`src/rtl/piu_pplist_writer.sv`:
```
// Assembles per-slot Pauli-product lists and commits them to the decoder
// registers, guaranteeing no patch is non-identity in both committed slots.
module piu_pplist_writer #(
  parameter int NUM_PCH    = 20,
  parameter int PCHADDR_BW = 5
) (
  input  logic                   clk,
  input  logic                   rst,
  input  logic                   in_valid,
  output logic                   in_ready,
  input  logic                   in_slot,
  input  logic [PCHADDR_BW-1:0]  in_pchidx,
  input  logic [1:0]             in_pp,
  input  logic                   in_last,
  input  logic                   rel_valid,
  input  logic                   rel_slot,
  output logic [NUM_PCH*2-1:0]   pchpp_list_reg0,
  output logic [NUM_PCH*2-1:0]   pchpp_list_reg1,
  output logic [1:0]             slot_committed,
  output logic                   err_conflict,
  output logic                   err_range
);

  localparam int W = NUM_PCH * 2;
  localparam logic [PCHADDR_BW:0] PCH_LIM =
    (PCHADDR_BW+1)'(NUM_PCH);

  typedef enum logic [1:0] {
    IDLE,
    BUILD,
    CHECK,
    COMMIT
  } st_t;

  st_t          st [2];
  logic [1:0]   last_q;
  logic [W-1:0] shad [2];
  logic [W-1:0] outr [2];
  logic         err_c_q;
  logic         err_r_q;

  logic [1:0]   open;
  logic [1:0]   acc;
  logic [1:0]   go;
  logic [1:0]   conf;
  logic         in_rng;

  // last_q holds the slot closed for one cycle after its final write,
  // so the check always sees a settled shadow list.
  always_comb begin
    open = '0;
    acc  = '0;
    for (int s = 0; s < 2; s++) begin
      open[s] = (st[s] == IDLE || st[s] == BUILD) && !last_q[s];
      acc[s]  = in_valid && open[s] && (in_slot == 1'(s));
    end
  end

  assign in_ready = open[in_slot];
  assign in_rng   = {1'b0, in_pchidx} < PCH_LIM;

  // Slot 0 wins when both slots are checking in the same cycle.
  assign go[0] = (st[0] == CHECK);
  assign go[1] = (st[1] == CHECK) && (st[0] != CHECK);

  always_comb begin
    conf = '0;
    for (int i = 0; i < NUM_PCH; i++) begin
      if ((|shad[0][2*i +: 2]) && (|outr[1][2*i +: 2]))
        conf[0] = 1'b1;
      if ((|shad[1][2*i +: 2]) && (|outr[0][2*i +: 2]))
        conf[1] = 1'b1;
    end
  end

  always_ff @(posedge clk) begin
    if (rst) begin
      for (int s = 0; s < 2; s++) begin
        st[s]   <= IDLE;
        shad[s] <= '0;
        outr[s] <= '0;
      end
      last_q  <= '0;
      err_c_q <= 1'b0;
      err_r_q <= 1'b0;
    end else begin
      for (int s = 0; s < 2; s++) begin
        if (acc[s]) begin
          for (int i = 0; i < NUM_PCH; i++) begin
            if (in_rng && in_pchidx == PCHADDR_BW'(i))
              shad[s][2*i +: 2] <= in_pp;
          end
          last_q[s] <= in_last;
          if (!in_last)
            st[s] <= BUILD;
        end
        if (last_q[s]) begin
          last_q[s] <= 1'b0;
          st[s]     <= CHECK;
        end
        case (st[s])
          CHECK: begin
            if (go[s]) begin
              shad[s] <= '0;
              if (conf[s]) begin
                err_c_q <= 1'b1;
                st[s]   <= IDLE;
              end else begin
                outr[s] <= shad[s];
                st[s]   <= COMMIT;
              end
            end
          end
          COMMIT: begin
            if (rel_valid && rel_slot == 1'(s)) begin
              outr[s] <= '0;
              st[s]   <= IDLE;
            end
          end
          default: ;
        endcase
      end
      if ((|acc) && !in_rng)
        err_r_q <= 1'b1;
    end
  end

  assign pchpp_list_reg0   = outr[0];
  assign pchpp_list_reg1   = outr[1];
  assign slot_committed[0] = (st[0] == COMMIT);
  assign slot_committed[1] = (st[1] == COMMIT);
  assign err_conflict      = err_c_q;
  assign err_range         = err_r_q;

endmodule

```
`config.mk`:
```
export PLATFORM = sky130hd
export DESIGN_NAME = piu_pplist_writer
export DESIGN_NICKNAME = d
export VERILOG_FILES = /design/src/rtl/piu_pplist_writer.sv
export SDC_FILE = /design/constraint.sdc
export NUM_CORES = 1
export LEC_CHECK = 0
export ABC_CLOCK_PERIOD_IN_PS = 4300
export CAP_MARGIN = 25
export CORE_ASPECT_RATIO = 1.75
export CORE_MARGIN = 10
export CORE_UTILIZATION = 55
export DETAILED_ROUTE_END_ITERATION = 10
export PLACE_DENSITY_LB_ADDON = 0.05
export SLEW_MARGIN = 40
export SYNTH_ARGS = -nofsm -noshare
export SYNTH_HDL_FRONTEND = slang
export SYNTH_SLANG_ARGS = --single-unit
export TNS_END_PERCENT = 1
```
`constraint.sdc`:
```
create_clock -name clk -period 4.3 [get_ports clk]
set_input_delay 1.29 -clock clk [delete_from_list [all_inputs] [get_ports clk]]
set_output_delay 1.29 -clock clk [all_outputs]
set_load 0.01 [all_outputs]
```
# After elaboration in Yosys (flattened, before gate mapping)
# Memories as Yosys holds them, arrays and structs flattened.
# Cells that the tools add are included.
# word_totals
ff_bits	4
latchBits	0
ram_bits	164
rom_bits	0
word_cells	623
mem_count	3
# memory_table
name	words	word_bits	rd	rd_ports_with_merged_regs	wr	line_no	source
outr	2	40	2	0	2	38	logic [W-1:0] outr [2];
shad	2	40	2	0	2	37	logic [W-1:0] shad [2];
st	2	2	2	0	2	35	st_t st [2];
# classes
addsub	0
mul	0
div	0
magnitude_cmp	2
n_eq_ne	26
shifts	0
muxes	329
bitwise_logic	98
reduce_logical	161
# op_table
op	count
1-bit two-way mux	235
2-bit two-way mux	90
2-bit OR reduction	81
40-bit two-way mux	4
1-bit bitwise OR	94
1-bit logical AND	70
5-bit by 4-bit equality test with 1-bit output, second input constant	8
5-bit by 3-bit equality test with 1-bit output, second input constant	4
5-bit equality test, second input constant	4
5-bit by 2-bit equality test with 1-bit output, second input constant	2
2-bit equality test, second input constant	4
3-bit OR reduction	2
5-bit by 1-bit equality test with 1-bit output, second input constant	1
5-bit logical NOT	1
5-bit less-than comparator, second input constant	1
2-bit by 1-bit equality test with 1-bit output, second input constant	2
2-bit logical NOT	2
1-bit inverter	4
1-bit logical NOT	3
1-bit logical OR	2
1-bit by 2-bit less-than comparator with 1-bit output, second input constant	1
2-bit != test, second input constant	1

# Depth between registers and ports, before layout
# An unclocked memory read counts as a cell.
# depth
depth_word	31
depth_mapped	7
ltp_nobuf	5

# Worst setup path after synthesis
# No wires, ideal clock.
# synth_path
path_type	input -> register
startpoint	in rst
endpoint	mem outr[0][0] (netlist name), enable pin
setup_time_ps	634
arrival_ps	2977
required_time_ps	3666
setup_slack_ps	689
path_stages	5
path_cell_list	nand2b_1 -> or3_1 -> clkbuf_1 -> clkbuf_1 -> nand3_1
# synth_lines
element	line_no	source
start: declaration	8	input logic rst,
end: declaration	38	

# Worst setup path after layout
# layout_path
startpoint	in in_slot
endpoint	out in_ready
# layout_between
elab_chain_len	2
# layout_lines
element	line_no	source
start: declaration	11	input logic in_slot,
1-bit two-way mux (implied by the code) (2 in series)	59	assign in_ready = open[in_slot];
end: declaration	10	output logic in_ready,
# Every way passes these cells. The select of a mux whose other input is x is not followed.

==> results.py <==
metrics = {
    "synthesis": {
        "syn_inst": 640,
        "yosysWarnings": 0,
        "synth_edf_count": 122,
        "ys_types": 43,
        "ys_dominant_reg_cell": "edfxtp_1",
        "yosys_register_bits": 168,
        "synth-seq-area-share_pct": 64.18,
        "netlist_area_sq_mm": 0.007143,
        "async_reset_ff_share_pct": 0,
        "syn_nets": 654,
        "synth_area_per_cell_sq_um": 11.16,
    },
    "global_routing": {
        "first_global_vias": 5655,
        "grt_usage_pct": 22.74,
        "grt_max_degree": 53,
        "antenna_found_initial": 0,
        "grt_pass1_wl_microns": 31220,
        "grt_overflow_total": 0,
    },
    "finish": {
        "final_cell_mix": "125 x nand2_1, 122 x edfxtp_1, 98 x clkdlybuf4s50_1",
        "fin_util_pct": 68.97,
        "n_antenna_cell": 0,
        "fin_cells": 924,
        "syn2layout_area_growth_pct": 24.26,
        "layout_commonest_cell": "nand2_1",
        "nNetsFinal": 754,
        "fin_area_sq_mm": 0.008876,
        "drive_gt1_share_pct": 8.898,
    },
    "setup_path": {
        "cp.arrival_ns": 2.74,
        "cp_data_required_time_ns": 3.01,
        "cp_common_cell": "clkdlybuf4s50_1",
        "critPathCaptureType": "output port",
        "crit_family": "buffers and inverters",
        "critPathKind": "primary input to output port",
        "cpPeakStageDelay_ns": 0.53,
        "crit_buf_inv": 2,
        "critPathLaunchType": "primary input",
        "crit_path_max_fanout": 7,
        "critical-path-slowest-cell": "clkdlybuf4s50_1",
        "cp_cell_sequence": "clkdlybuf4s50_1 -> nor3b_4 -> or2_2 -> clkdlybuf4s50_1",
    },
    "floorplan": {
        "die_w_microns": 106.1,
        "initial_utilization_pct": 55.51,
        "ioPinCount": 99,
        "core_region_area_sq_mm": 0.01287,
        "dieArea_sq_mm": 0.01812,
        "fp-row-count": 55,
        "die_h_microns": 170.8,
    },
    "detailed_routing": {
        "ant_nets": 0,
        "firstDrtPassIters": 5,
        "post_drt_wl_per_cell_microns": 22.12,
        "drt_iter0_drc": 356,
        "via_count": 5360,
        "wirelength_microns": 20440,
        "drc_errors": 0,
        "via_per_inst": 5.801,
    },
    "timing": {
        "fmax_ghz": 0.2479,
        "fin_crit_ns": 4.034,
        "fin_ws_ns": 0.2659,
        "rsz0062_at_grt": "no",
        "whs_ns": 0.4811,
        "fin_crit_sh_pct": 93.82,
        "worst_pin_slew_ns": 0.7979,
        "fin_skew_ns": 0.01330,
        "finalSetupViolations": 0,
        "hold_viol_final": 0,
        "slew_viol_final": 0,
        "tns_ns": 0,
        "relSlewSlack_pct": 46.39,
    },
    "clock_network": {
        "clkTransAtPathRegs_ns": 0.06,
        "worst_skew_pair.late_latency_ns": 0.43,
        "postCtsHoldBufs": 0,
        "htreeDepth": 4,
        "ctsResizeCount": 0,
        "cts_root_buf": "clkbuf_16",
        "postCtsSetupRepairBufs": 0,
        "numCtsBuffers": 17,
        "cts_tree": "done",
        "clock_sinks": 168,
        "clockBufferDepth": 2,
    },
    "power_and_ir_drop": {
        "ir_drop_v": 0.0002991,
        "p_leak_nw": 3.512,
        "p_total_mw": 3.838,
        "power_density_mw_per_mm2": 432.4,
    },
    "run": {
        "cap_violations": 0,
    },
    "placed_design": {
        "place.gp.congestion": 0.8837,
        "placed_cells": 892,
        "portBuffers": 98,
        "pre_cts_slack_ns": 0.2661,
        "placed_area_sq_mm": 0.008273,
        "hpwl_microns": 14830,
    },
    "run_status": {
        "run_status": "complete, no violations",
    },
    "worst_hold_path": {
        "hold_class": "flip-flop to flip-flop",
    },
}
path summary, 6_finish.rpt:
| kind | startpoint | end | slack, ns | cells past startpoint |
|---|---|---|---|---|
| worst max-delay path | in_slot | in_ready | 0.27 | 4 |
| worst min register to register | outr[1][31] | outr[1][31] | 0.48 | 2 |
| worst min-delay path | outr[1][31] | outr[1][31] | 0.48 | 2 |
| worst max register to register | shad[0][13] | outr[0][5] | 1.73 | 6 |
sequential cells by signal, indices dropped and copies added (netlist names):
register	cells
err_conflict	1
err_range	1
st	4
shad	80
last_q	2
outr	80
layout make-up:
cell class / count / area [sq um]
Sequential cell: 168 / 4584
Fill cell: 1019 / 3993
Multi-Input combinational cell: 397 / 2200
Timing Repair Buffer: 115 / 1121
Clock buffer: 19 / 432.9
Tap cell: 171 / 214.0
Clock inverter: 13 / 170.2
Inverter: 41 / 153.9
per-layer routing:
layer  GRT usage (%)  wire length, microns  share of wire, %
met1           23.28                  7188                35
met2           43.17                 11460                56
met3           5.461                  1291               6.3
met4           8.338                   502               2.5
met5               0                     0                 0
cells in the mapped netlist (4+ instances only):
| library cell | count | area [sq um] |
|---|---|---|
| nand2_1 | 125 | 469.2 |
| edfxtp_1 | 122 | 3664 |
| nor2_1 | 50 | 187.7 |
| dfxtp_1 | 46 | 920.9 |
| a21oi_1 | 45 | 225.2 |
| inv_1 | 41 | 153.9 |
| mux2i_1 | 41 | 410.4 |
| o22ai_1 | 40 | 250.2 |
| o21ai_0 | 27 | 135.1 |
| clkbuf_1 | 14 | 52.55 |
| nand4_1 | 10 | 62.56 |
| buf_6 | 8 | 90.09 |
| buf_2 | 7 | 35.03 |
| and2_1 | 6 | 37.54 |
| nand3_1 | 6 | 30.03 |
| nor3_1 | 6 | 30.03 |
| or2_2 | 5 | 31.28 |
| and3_1 | 4 | 25.02 |
| buf_4 | 4 | 30.03 |
| nand2b_1 | 4 | 25.02 |
| or3_1 | 4 | 25.02 |
tightest hold or removal path, stage by stage (launching register included):
cell and delay, ns:
dfxtp_1 0.32, nand2_1 0.06, mux2i_1 0.06
logic make-up after synthesis:
kind of cell / count (synthesis) / synth area share, %
buf+inv: 75 / 5.132
compound gates: 118 / 9.231
simple gates: 238 / 15.71
mux: 41 / 5.745
flops: 168 / 64.18
power by group:
group          switching, mW  total [mW]  leakage [nW]  internal (mW)
combinational          0.214       0.352          1.57          0.139
clock                  0.647        1.57         0.285          0.922
sequential            0.0639        1.92          1.65           1.85
total                  0.924        3.84          3.51           2.91
Power figures use the tool's default switching activity.
